--- src/rtl/crc16_dec_arbiter.sv ---
// Frame arbiter sharing one CRC16 decoder between two 32-bit word requesters.
// Optional feature: define CRC16_ARB_RR_EN for round-robin; default is fixed priority (req0 wins).
module crc16_dec_arbiter #(
  parameter int MAX_WORDS = 16
) (
  input  logic        clk,
  input  logic        reset,
  input  logic        req0_valid,
  input  logic [31:0] req0_data,
  input  logic        req0_last,
  output logic        req0_ready,
  input  logic        req1_valid,
  input  logic [31:0] req1_data,
  input  logic        req1_last,
  output logic        req1_ready,
  output logic        dec_sync,
  output logic [31:0] dec_data,
  input  logic [31:0] dec_correct_code,
  output logic        out_valid,
  output logic [31:0] out_data,
  output logic        out_id,
  output logic        out_last,
  output logic        out_trunc,
  output logic        out_abort,
  output logic        busy
);

  localparam int CW = $clog2(MAX_WORDS + 1);

  localparam logic [1:0] S_IDLE   = 2'd0;
  localparam logic [1:0] S_SYNC   = 2'd1;
  localparam logic [1:0] S_STREAM = 2'd2;

  logic [1:0]    state;
  logic          gnt;
  logic [CW-1:0] count;

  logic          sel_valid;
  logic          sel_last;
  logic [31:0]   sel_data;
  logic          win;
  logic          at_limit;

  // NOTE: every always_comb output gets a default first so no path leaves it unassigned (no latch).
  always_comb begin
    sel_valid = req0_valid;
    sel_last  = req0_last;
    sel_data  = req0_data;
    if (gnt) begin
      sel_valid = req1_valid;
      sel_last  = req1_last;
      sel_data  = req1_data;
    end
  end

  // The word being accepted now is the MAX_WORDS-th of the frame.
  assign at_limit = (count == CW'(MAX_WORDS - 1));

`ifdef CRC16_ARB_RR_EN
  // rr_ptr names the requester that wins the next tie; it moves off whoever was just served.
  logic rr_ptr;
  logic frame_end;

  assign frame_end = (state == S_STREAM) && (!sel_valid || sel_last || at_limit);

  always_ff @(posedge clk) begin
    if (reset) begin
      rr_ptr <= 1'b0;
    end else if (frame_end) begin
      rr_ptr <= ~gnt;
    end
  end

  assign win = (req0_valid && req1_valid) ? rr_ptr : ~req0_valid;
`else
  assign win = ~req0_valid;
`endif

  // NOTE: sequential state uses non-blocking assignments so all registers update together at the edge.
  always_ff @(posedge clk) begin
    if (reset) begin
      state     <= S_IDLE;
      gnt       <= 1'b0;
      count     <= '0;
      out_valid <= 1'b0;
      out_id    <= 1'b0;
      out_last  <= 1'b0;
      out_trunc <= 1'b0;
      out_abort <= 1'b0;
    end else begin
      out_valid <= 1'b0;
      out_last  <= 1'b0;
      out_trunc <= 1'b0;
      out_abort <= 1'b0;
      case (state)
        S_IDLE: begin
          if (req0_valid || req1_valid) begin
            gnt   <= win;
            state <= S_SYNC;
          end
        end
        S_SYNC: begin
          count <= '0;
          state <= S_STREAM;
        end
        S_STREAM: begin
          // The decoder cannot pause, so any gap kills the frame.
          if (!sel_valid) begin
            out_abort <= 1'b1;
            out_id    <= gnt;
            state     <= S_IDLE;
          end else begin
            count     <= count + CW'(1);
            out_valid <= 1'b1;
            out_id    <= gnt;
            out_last  <= sel_last || at_limit;
            out_trunc <= !sel_last && at_limit;
            if (sel_last || at_limit) begin
              state <= S_IDLE;
            end
          end
        end
        default: state <= S_IDLE;
      endcase
    end
  end

  assign busy       = (state != S_IDLE);
  assign dec_sync   = (state == S_SYNC);
  assign req0_ready = (state == S_STREAM) && !gnt;
  assign req1_ready = (state == S_STREAM) &&  gnt;
  assign dec_data   = (state == S_STREAM) ? sel_data : 32'h0;
  assign out_data   = dec_correct_code;

endmodule

--- config.mk ---
export PLATFORM = sky130hd
export DESIGN_NAME = crc16_dec_arbiter
export DESIGN_NICKNAME = d
export VERILOG_FILES = /design/src/rtl/crc16_dec_arbiter.sv
export SDC_FILE = /design/constraint.sdc
export NUM_CORES = 1
export LEC_CHECK = 0
export ABC_AREA = 0
export ABC_CLOCK_PERIOD_IN_PS = 1550
export BUFFER_PORTS_ARGS = -buffer_cell sky130_fd_sc_hd__buf_2
export CELL_PAD_IN_SITES_DETAIL_PLACEMENT = 1
export CELL_PAD_IN_SITES_GLOBAL_PLACEMENT = 2
export CORE_AREA = 5 5 108 110
export DETAILED_ROUTE_END_ITERATION = 8
export DIE_AREA = 0 0 113 115
export PLACE_DENSITY_LB_ADDON = 0.1
export SYNTH_ARGS = -nofsm -noshare
export SYNTH_HDL_FRONTEND = slang
export SYNTH_SLANG_ARGS = --single-unit
--- constraint.sdc ---
create_clock -name clk -period 1.55 [get_ports clk]
set_input_delay 0.31 -clock clk [delete_from_list [all_inputs] [get_ports clk]]
set_output_delay 0.31 -clock clk [all_outputs]
set_load 0.03 [all_outputs]
## Word level (Yosys, flattened, before mapping)

Cells that the tools add are included.

| cells by class | value |
|---|---|
| $lt $le $gt $ge | 0 |
| eq/ne operators | 6 |
| add/sub/neg operators | 1 |
| bitwise logic cells | 3 |
| reduce and logical (&&, ||, !) cells | 15 |
| shifts and indexed selects | 0 |
| div/mod/pow operators | 0 |
| mux-type cells | 12 |
| multiply operators | 0 |

Operator list:

| kind | count |
|---|---|
| $mux 32 | 2 |
| $pmux 5 s2 | 1 |
| $mux 2 | 3 |
| $pmux 2 s3 | 1 |
| $reduce_and 2->1 | 3 |
| $add 5x1->5 const B | 1 |
| $eq 5x4->1 const B | 1 |
| $mux 5 | 1 |
| $mux 1 | 4 |
| $ne 2x2->1 const B | 2 |
| $reduce_bool 2->1 | 2 |
| $logic_and 1x1->1 | 3 |
| $ne 3x3->1 const B | 1 |
| $not 1->1 | 3 |
| $reduce_or 3->1 | 1 |
| $eq 2x1->1 const B | 1 |
| $eq 2x2->1 const B | 1 |
| $logic_not 1->1 | 2 |
| $logic_not 2->1 | 1 |
| $logic_or 1x1->1 | 2 |
| $reduce_or 2->1 | 1 |

| word-level totals | value |
|---|---|
| memories kept | 0 |
| register bits after elaboration | 13 |
| output and inout bits | 73 |
| logic and storage cells | 45 |
| input port bits | 102 |
| bits in latches | 0 |
| RAM bits | 0 |
| ROM bits | 0 |

## Longest topological paths before layout

| logic depth | value |
|---|---|
| depth after elaboration | 5 |
| mapped depth | 6 |
| mapped depth without buffers | 6 |

## Worst setup path before layout

OpenSTA, ideal clock, no wires.

| timing | value |
|---|---|
| path type | register -> output |
| from | register state[0] |
| to | output dec_data[22] |
| data required time | 1240 ps |
| data arrival time | 1401 ps |
| cell stages (with the launch flop) | 5 |
| slack | -161 ps |
| buffers on the path | 1 |
| cells stage by stage | dfxtp_1 -> nand2b_1 -> nor2_1 -> buf_2 -> a22o_1 |

| on the way | value |
|---|---|
| longest elaborated chain between the ends | 2 |

RTL lines:

| what | RTL line | source |
|---|---|---|
| start, declared | 34 | `logic [1:0] state;` |
| start signal, assigned | 82 | `state <= S_IDLE;` |
| start signal, assigned | 99 | `state <= S_SYNC;` |
| start signal, assigned | 104 | `state <= S_STREAM;` |
| $eq 2x2->1 | 132 | `assign dec_data = (state == S_STREAM) ? sel_data : 32'h0;` |
| $mux 32 | 132 |  |
| end, declared | 17 | `output logic [31:0] dec_data,` |

No other way between the ends.

## Worst setup path in the final report

| timing | value |
|---|---|
| from | register gnt |
| to | output dec_data[10] |

| on the way | value |
|---|---|
| longest elaborated chain between the ends | 2 |

RTL lines:

| what | RTL line | source |
|---|---|---|
| start, declared | 35 | `logic gnt;` |
| start signal, assigned | 98 | `gnt <= win;` |
| $mux 32 | 49 | `if (gnt) begin` |
| $mux 32 | 132 |  |

No other way between the ends.

==> flow_metrics.py <==
metrics = {
    "drt": {
        "final_antenna_net_count": 0,
        "routed_via_density": 3.85,
        "drt_iter0_drc": 28,
        "drt_pass1_iterations": 2,
        "dr_total_vias": 1382,
        "wirelength_mm": 5.48,
        "wl_per_cell_um": 15.3,
        "drc": 0,
    },
    "synth": {
        "synth_edf_count": 0,
        "synth_cells": 135,
        "synth-async-reset-ratio_pct": 0,
        "synth_top_area_share_pct": 24.6,
        "synth.avg_cell_area_um2": 8.44,
        "syn_nets": 239,
        "ys_ff_latch": 13,
        "synth_top_cell_by_area": "a22o_1",
        "synth_area_mm2": 0.00114,
        "ys.flop_type": "dfxtp_1",
        "yosysUniqueCellTypes": 29,
        "seq_area_frac_synth_pct": 22.8,
        "yosys_warnings": 0,
        "yosys-top-cells-area": "a22o_1, dfxtp_1, buf_4",
    },
    "placement": {
        "dp_cells": 354,
        "gp_congestion": 0.715,
        "dpl_cell_area_mm2": 0.00173,
        "portBuffers": 110,
        "pre_cts_ws_ps": 18.1,
        "post-dp-hpwl_mm": 4.35,
    },
    "job": {
        "cap_violations": 0,
    },
    "setup_path": {
        "cpPeakStageDelay_ps": 340,
        "crit_path_end_kind": "output port",
        "crit_buf_inv": 2,
        "cp_max_fo": 20,
        "crit_family": "flip-flops",
        "cp_cell_sequence": "and3b_2 -> buf_12 -> a22o_2 -> buf_6",
        "cp.required_ps": 1240,
        "arrival_ps": 1360,
        "worstSetupPathType": "flop to output port",
        "cp-start-kind": "flop",
        "critPathSlowestCell": "dfxtp_2",
    },
    "cells_and_area": {
        "layout_common_cells": "buf_2, buf_6, a22o_2",
        "multiInputGateArea_um2": 639,
        "insertedDiodeCount": 0,
        "final_area_mm2": 0.00204,
        "syn_to_final_growth_pct": 78.7,
        "area.sequential_um2": 265,
        "final_common_cell": "buf_2",
        "drive_gt1_share_pct": 75.8,
        "n_fill_cell": 1278,
        "fin_cells": 359,
        "fin_nets": 324,
    },
    "clock_network": {
        "htree_levels": 1,
        "cts.sink_count": 13,
        "worstSkewPairLatency_ps": 250,
        "cts_tree": "built",
        "postCtsHoldBufs": 0,
        "clk_pin_slew_ps": 60,
        "cts_buffers": 3,
        "root_buffer": "clkbuf_8",
        "cts.path.max_buffers": 2,
    },
    "sta": {
        "layout_min_cycle_time_ps": 1670,
        "slew_viol_final": 0,
        "fin_skew_ps": 1.54,
        "max_freq_mhz": 598,
        "final_hold_viol_count": 0,
        "rsz0062_at_grt": "yes",
        "fin_setup_tns_ps": -3460,
        "finalSetupViolations": 32,
        "finalCritPeriodShare_pct": 108,
        "tightest_slew_ps": 357,
        "max-slew-margin-rel_pct": 75.7,
        "worst_slack_ps": -122,
    },
    "min_path": {
        "min_path_type": "input pin to flop",
    },
    "global_route": {
        "first_global_vias": 1428,
        "grt_pass1_wl_mm": 7.88,
        "grt-ovfl-total": 0,
        "grtUsageTotal_pct": 7.56,
        "grt_max_degree": 34,
        "antenna_found_initial": 0,
    },
    "pwr": {
        "power_leakage_nw": 0.948,
        "power_density_mw_per_mm2": 560,
        "ir_drop_mv": 0.269,
    },
    "floorplan": {
        "io_pins": 175,
        "start_util_pct": 10.8,
        "coreArea_mm2": 0.0106,
        "rows": 38,
        "die_w_um": 113,
        "die_h_um": 115,
        "dieArea_mm2": 0.0130,
    },
    "outcome": {
        "status": "finished with violations",
        "violations": "setup timing",
    },
}
==> sequential cells by signal, summed over array words and instances, names as in the netlist <==
signal / cells
gnt: 1
out_abort: 1
out_valid: 1
out_last: 1
out_trunc: 1
count: 5
state: 2
out_id: 1
==> per-layer routing <==
layer | wire [um] | vias up | GRT usage, % | part of all wire [%]
met4 | 98 | 0 | 1.84 | 1.8
met1 | 2250 | 632 | 9.13 | 41
met3 | 626 | 19 | 2.42 | 11
met5 | 0 | - | 0 | 0
met2 | 2500 | 93 | 13.1 | 46
li1 | - | 638 | - | -
==> power by group <==
| group | leakage (nW) | internal (mW) | switching [mW] |
|---|---|---|---|
| clock network | 0.0228 | 0.182 | 0.135 |
| registers | 0.107 | 0.346 | 0.00879 |
| logic | 0.818 | 0.230 | 0.239 |
| total | 0.948 | 0.758 | 0.383 |
==> layout make-up <==
class                   instances  area share [%]
inverters                       5           0.921
flip-flops and latches         13            13.0
repair buffers                122            43.9
well taps                     140            8.60
multi-input cells              75            31.4
clock buffers                   4            2.21
==> through the flow <==
step,hold slack [ps],utilization [%],power (mW)
floorplan,406,-,0.728
global placement,470,16.3,0.769
detailed placement,480,16.3,0.765
CTS,280,18.8,1.14
global route,298,19.2,1.20
finish,275,19.2,1.14
==> repair_timing <==
item,CTS,global route
buffers inserted,0,1
hold endpoints to repair,0,0
endpoints found under the setup margin,35,37
pin swaps,0,0
resized for setup,71,11
==> worst register-to-register path, delay by kind of cell, from the launching register on <==
family	cells	cell delay (ps)
compound gates	1	110
fa+ha+maj	2	440
flops	1	340
simple gates	2	540
==> worst paths after layout <==
kind	startpoint	end	slack (ps)	cells past startpoint
setup reg to reg	count[0]	count[4]	60	5
hold reg to reg	out_id	out_id	490	2
setup / recovery	gnt	dec_data[10]	-120	4
hold / removal	reset	out_valid	270	2
==> Yosys cell counts (all sizes together), types with 2 or more instances <==
library cell and n:
or3 2, mux2i 2, dfxtp 13, nor3 2, and3 2, inv 5
clkbuf 3, nor2 5, ha 2, nand3 2, nor2b 2, a21oi 6
o21ai 3, a22o 32, o211ai 3, nand2b 2, buf 39, or4 2
==> logic make-up after synthesis <==
family	count (synthesis)	synth area share [%]
and+or+nand+nor	21	10.4
AOI/OAI and AO/OA	49	33.9
DFF	13	22.8
muxes	3	3.07
adders and majority gates	2	2.20
buffers and inverters	47	27.6
(Power assumes the default switching activity.)
